--- config.mk ---
export PLATFORM = sky130hd
export DESIGN_NAME = state_dump_unit
export DESIGN_NICKNAME = d
export VERILOG_FILES = /design/src/rtl/state_dump_unit.sv
export SDC_FILE = /design/constraint.sdc
export NUM_CORES = 1
export LEC_CHECK = 0
export ABC_AREA = 1
export BUFFER_PORTS_ARGS = -buffer_cell sky130_fd_sc_hd__buf_2
export CORE_MARGIN = 3
export CORE_UTILIZATION = 35
export CTS_CLUSTER_DIAMETER = 30
export DETAILED_ROUTE_END_ITERATION = 12
export PLACE_DENSITY = 0.61
export SYNTH_ARGS = -nofsm -noshare
export SYNTH_HDL_FRONTEND = slang
export SYNTH_SLANG_ARGS = --single-unit
--- constraint.sdc ---
create_clock -name clk_i -period 4.1 [get_ports clk_i]
set_input_delay 0.205 -clock clk_i [delete_from_list [all_inputs] [get_ports clk_i]]
set_output_delay 0.205 -clock clk_i [all_outputs]
set_load 0.01 [all_outputs]
--- src/rtl/state_dump_unit.sv ---
// state_dump_unit: on a trigger, freezes the CPU and streams one state frame
// (PC header, register file, optionally data memory) over a valid/ready port.
// Read addresses are driven from the index counters so the combinational
// register/memory read data is ready to load on the transfer edge.
module state_dump_unit #(
  parameter int DATA_W    = 32,
  parameter int NUM_REGS  = 32,
  parameter int MEM_WORDS = 32,
  parameter int DUMP_MEM  = 1,
  parameter int CNT_W     = 16,
  localparam int RA_W     = (NUM_REGS  > 1) ? $clog2(NUM_REGS)  : 1,
  localparam int MA_W     = (MEM_WORDS > 1) ? $clog2(MEM_WORDS) : 1
) (
  input  logic              clk_i,
  input  logic              rst_i,
  input  logic              trig_i,
  input  logic [DATA_W-1:0] pc_i,
  output logic [RA_W-1:0]   reg_addr_o,
  input  logic [DATA_W-1:0] reg_data_i,
  output logic [MA_W-1:0]   mem_addr_o,
  input  logic [DATA_W-1:0] mem_data_i,
  output logic              stall_o,
  output logic              out_valid_o,
  input  logic              out_ready_i,
  output logic [DATA_W-1:0] out_data_o,
  output logic [1:0]        out_tag_o,
  output logic              out_last_o,
  output logic [CNT_W-1:0]  frame_cnt_o,
  output logic [CNT_W-1:0]  drop_cnt_o
);

  // HDR/REGS: the next word to load comes from the register file.
  // MEM: the next word to load comes from data memory.
  // Once out_last_o is set there is nothing more to load; the next transfer
  // closes the frame regardless of the state name.
  localparam logic [1:0] S_IDLE = 2'd0;
  localparam logic [1:0] S_HDR  = 2'd1;
  localparam logic [1:0] S_REGS = 2'd2;
  localparam logic [1:0] S_MEM  = 2'd3;

  localparam logic [1:0] TAG_HDR = 2'd0;
  localparam logic [1:0] TAG_REG = 2'd1;
  localparam logic [1:0] TAG_MEM = 2'd2;

  localparam logic [RA_W-1:0] REG_LAST = RA_W'(NUM_REGS - 1);
  localparam logic [MA_W-1:0] MEM_LAST = MA_W'(MEM_WORDS - 1);
  localparam logic            MEM_EN   = (DUMP_MEM != 0);

  function automatic logic [CNT_W-1:0] sat_inc(input logic [CNT_W-1:0] v);
    return (v == {CNT_W{1'b1}}) ? v : v + CNT_W'(1);
  endfunction

  logic [1:0]      state;
  logic [RA_W-1:0] reg_idx;
  logic [MA_W-1:0] mem_idx;
  logic            xfer;

  assign xfer       = out_valid_o & out_ready_i;
  assign stall_o    = (state != S_IDLE);
  // Index counters wrap to 0 at every section end, so they already read 0 in IDLE.
  assign reg_addr_o = reg_idx;
  assign mem_addr_o = mem_idx;

  // Frame sequencer: accepts a trigger in IDLE and advances one word per transfer.
  always_ff @(posedge clk_i or posedge rst_i) begin
    if (rst_i) begin
      state       <= S_IDLE;
      reg_idx     <= '0;
      mem_idx     <= '0;
      out_valid_o <= 1'b0;
      out_last_o  <= 1'b0;
      out_data_o  <= '0;
      out_tag_o   <= TAG_HDR;
    end else begin
      case (state)
        S_IDLE: begin
          if (trig_i) begin
            out_data_o  <= pc_i;
            out_tag_o   <= TAG_HDR;
            out_valid_o <= 1'b1;
            out_last_o  <= 1'b0;
            state       <= S_HDR;
          end
        end
        default: begin
          if (xfer) begin
            if (out_last_o) begin
              out_valid_o <= 1'b0;
              out_last_o  <= 1'b0;
              state       <= S_IDLE;
            end else if (state != S_MEM) begin
              out_data_o <= reg_data_i;
              out_tag_o  <= TAG_REG;
              if (reg_idx == REG_LAST) begin
                reg_idx <= '0;
                if (MEM_EN) begin
                  state      <= S_MEM;
                  out_last_o <= 1'b0;
                end else begin
                  state      <= S_REGS;
                  out_last_o <= 1'b1;
                end
              end else begin
                reg_idx    <= reg_idx + RA_W'(1);
                state      <= S_REGS;
                out_last_o <= 1'b0;
              end
            end else begin
              out_data_o <= mem_data_i;
              out_tag_o  <= TAG_MEM;
              if (mem_idx == MEM_LAST) begin
                mem_idx    <= '0;
                out_last_o <= 1'b1;
              end else begin
                mem_idx    <= mem_idx + MA_W'(1);
                out_last_o <= 1'b0;
              end
            end
          end
        end
      endcase
    end
  end

  // Completed frames wrap; triggers outside IDLE (including on the closing edge) saturate.
  always_ff @(posedge clk_i or posedge rst_i) begin
    if (rst_i) begin
      frame_cnt_o <= '0;
      drop_cnt_o  <= '0;
    end else begin
      if (xfer && out_last_o)
        frame_cnt_o <= frame_cnt_o + CNT_W'(1);
      if (trig_i && (state != S_IDLE))
        drop_cnt_o <= sat_inc(drop_cnt_o);
    end
  end

endmodule

==> results.yml <==
global_routing:
  grt_usage: 0.172
  grt_pass1_wl_um: 20600
  antenna_found_initial: 0
  grt_overflow: 0
  grt_pass1_vias: 4086
  grt_max_degree: 68
status:
  outcome: "completed"
clock_tree:
  clkLatencyLatePin_ns: 0.34
  clk_pin_slew_ns: 0.06
  cts.sinks: 80
  cts_buffers: 9
  cts_tree: "built"
  ctsRootBufferMaster: "clkbuf_16"
  cts_setup_buffers: 0
  clk_path_buf_depth: 2
  htree_num_levels: 3
timing:
  fin_crit_sh: 0.545
  whs_ns: 0.181
  setup-tns-final_ns: 0
  hold_violations: 0
  skew_ns: 0.00361
  setup_viol: 0
  drv_slew: 0
  max_freq_ghz: 0.447
  slew_headroom: 0.341
  grt_setup_unrepaired: "no"
  tightest_slew_ns: 0.989
  period_minus_slack_ns: 2.24
setup_path:
  critPathBufInv: 1
  setup.worst_path.class: "reg2reg"
  critPathRequiredTime_ns: 4.32
  startpoint_type: "flop"
  cp_slowest_cell: "nand2_2"
  critPathTopFamily: "simple AND/OR/NAND/NOR gates"
  critical_path.cell_chain: "inv_1 -> ha_1 -> nor2_4 -> nand2_2 -> nand2_4 -> o211ai_1 -> nand2_1"
  crit_arrival_ns: 2.45
  crit_path_max_incr_delay_ns: 0.51
  path_max_fanout: 35
  cp-end-kind: "flop"
synth:
  synth-main-ff-cell: "dfrtp_1"
  yosysSeqAreaShare: 0.421
  synth_top_area_frac: 0.421
  ys_seq_elements: 80
  synth-async-reset-ratio: 1.00
  yosysTopAreaCell: "dfrtp_1"
  synth.distinct_cells: 29
  yosys-top-cells-area: "dfrtp_1, nand2_1, inv_1"
  yosys_warnings: 0
  avgSynthCellArea_um2: 7.50
  netlist_instances: 634
  synthesis.nets: 743
  syn_area_um2: 4750
  synth_edf_count: 0
power:
  p_leak_uw: 0.00326
  switching_share: 0.417
  max-vdd-ir-drop_mv: 0.344
  powerDensity_nw_per_um2: 597
  combPwrFrac: 0.450
  intPower_uw: 2090
  p_sw_uw: 1500
  power_uw: 3590
  clkPwrFrac: 0.204
  seqPwrFrac: 0.346
drt:
  ant_nets: 0
  routed_via_density: 4.60
  vias: 4502
  drtIter0Drc: 317
  wl_per_cell_um: 13.2
  finalWirelength_um: 12900
  drt_pass1_iterations: 4
  post-route-drc-count: 0
floorplan:
  die_h_um: 123
  rows: 41
  start_util: 0.368
  die_area_um2: 15000
  io_pins: 179
  core-area_um2: 12900
  die_w_um: 123
place:
  placed_cell_area_um2: 5740
  io_buffers: 178
  dp_cells: 961
  dp_hpwl_um: 9330
  place_congestion: 0.786
cells_and_area:
  syn_to_final_growth_pct: 26.5
  fillCellCount: 1324
  stdcell_area_um2: 6010
  ff_latch_area_um2: 2000
  drive_above_1_share: 0.314
  instances_no_fill: 978
  n_antenna_cell: 0
  finalNetCount: 910
  multiInputGateArea_um2: 2310
run:
  drv_cap: 0
hold_path:
  hold_path_class: "in2reg"
-- metal layers --
metal	track usage	up-vias	routed length, um	part of all wire
met5	0	-	0	0
met4	0.0441	0	135	0.010
met3	0.0442	8	667	0.052
met2	0.283	109	6440	0.50
met1	0.225	2026	5640	0.44
li1	-	2359	-	-
-- area by class of cell --
cell class | instances | area share
clock inverters | 4 | 0.00333
clock buffers | 12 | 0.0410
flip-flops and latches | 80 | 0.333
well taps | 172 | 0.0358
inverters | 79 | 0.0495
multi-input cells | 450 | 0.385
repair buffers | 181 | 0.152
-- synthesized netlist by cell type (9+ instances only) --
cell type / number
clkbuf_1: 10
xor2_1: 9
ha_1: 9
nand3_1: 50
dfrtp_1: 80
inv_1: 74
nand2_1: 191
o211ai_1: 32
nand4_1: 10
nor2_1: 34
or2_2: 32
o21ai_0: 39
-- layout by cell type (no fill, tap or decap), types with 2 or more instances in the layout --
master / instances
nand3b_1: 3
o211ai_1: 32
nand2_2: 7
xnor2_1: 8
nor2_2: 6
nor2_4: 3
nand3_1: 50
clkbuf_16: 9
nor2_1: 34
buf_2: 178
inv_1: 73
o21ai_0: 39
or2_2: 32
clkbuf_1: 2
dfrtp_1: 80
a21oi_1: 3
ha_1: 8
nand3_2: 2
clkinv_2: 5
nand4_1: 10
xor2_1: 9
inv_2: 5
nor3_1: 6
nand2_1: 191
buf_4: 2
o21ai_1: 3
-- through the flow --
step | setup slack [ns] | util
6_report | 1.86 | 0.465
5_1_grt | 1.63 | 0.465
4_1_cts | 1.83 | 0.465
3_5_place_dp | 1.83 | 0.444
3_3_place_gp | 1.86 | 0.444
2_1_floorplan | 1.84 | -
-- worst reg2reg max path, stage by stage (launching register included) --
cell and delay (ns):
dfrtp_1 0.41, inv_1 0.07, ha_1 0.30, nor2_4 0.09, nand2_2 0.51, nand2_4 0.42, o211ai_1 0.25, nand2_1 0.07
-- sequential cells by signal, summed over array words and instances, names as in the netlist --
| name | count |
|---|---|
| out_last_o | 1 |
| frame_cnt_o | 16 |
| out_data_o | 32 |
| state | 2 |
| out_valid_o | 1 |
| drop_cnt_o | 16 |
| reg_addr_o | 5 |
| out_tag_o | 2 |
| mem_addr_o | 5 |
-- power groups by stage --
stage                     registers, uW  clock network (uW)  logic, uW
final                              1240                 734       1620
after global routing               1280                 795       1850
after CTS                          1250                 759       1660
after detailed placement           1260                   0       1650
after global placement             1260                   0       1630
after floorplan                    1360                   0       1010
-- repair_timing --
item | 4_1_cts | 5_1_grt
endpoints found under the hold margin | 16 | 0
resized for setup | 0 | 0
hold buffers | 1 | 0
-- worst paths after layout --
path                                start             end  slack (ns)  cells past startpoint
setup / recovery                 state[0]  out_data_o[19]        1.86                      7
hold / removal                   pc_i[26]  out_data_o[26]        0.18                      4
setup reg to reg                 state[0]  out_data_o[19]        1.86                      7
hold reg to reg            out_data_o[10]  out_data_o[10]        0.50                      2
max in group asynchronous           rst_i  out_data_o[12]        2.58                      4
min in group asynchronous           rst_i  drop_cnt_o[12]        0.54                      3
-- cell families (layout without fill, tap and decap cells) --
group                    count (synthesis)  in the layout  synth area share
AO/OA/AOI/OAI                           78             78            0.0995
XOR/XNOR                                17             17            0.0313
adder cells (fa/ha/maj)                  9              9            0.0237
buffers and inverters                  104            276            0.0924
flip-flops                              80             80             0.421
AND/OR/NAND/NOR                        346            346             0.332
Note: power is estimated with default switching activity, not from simulation.
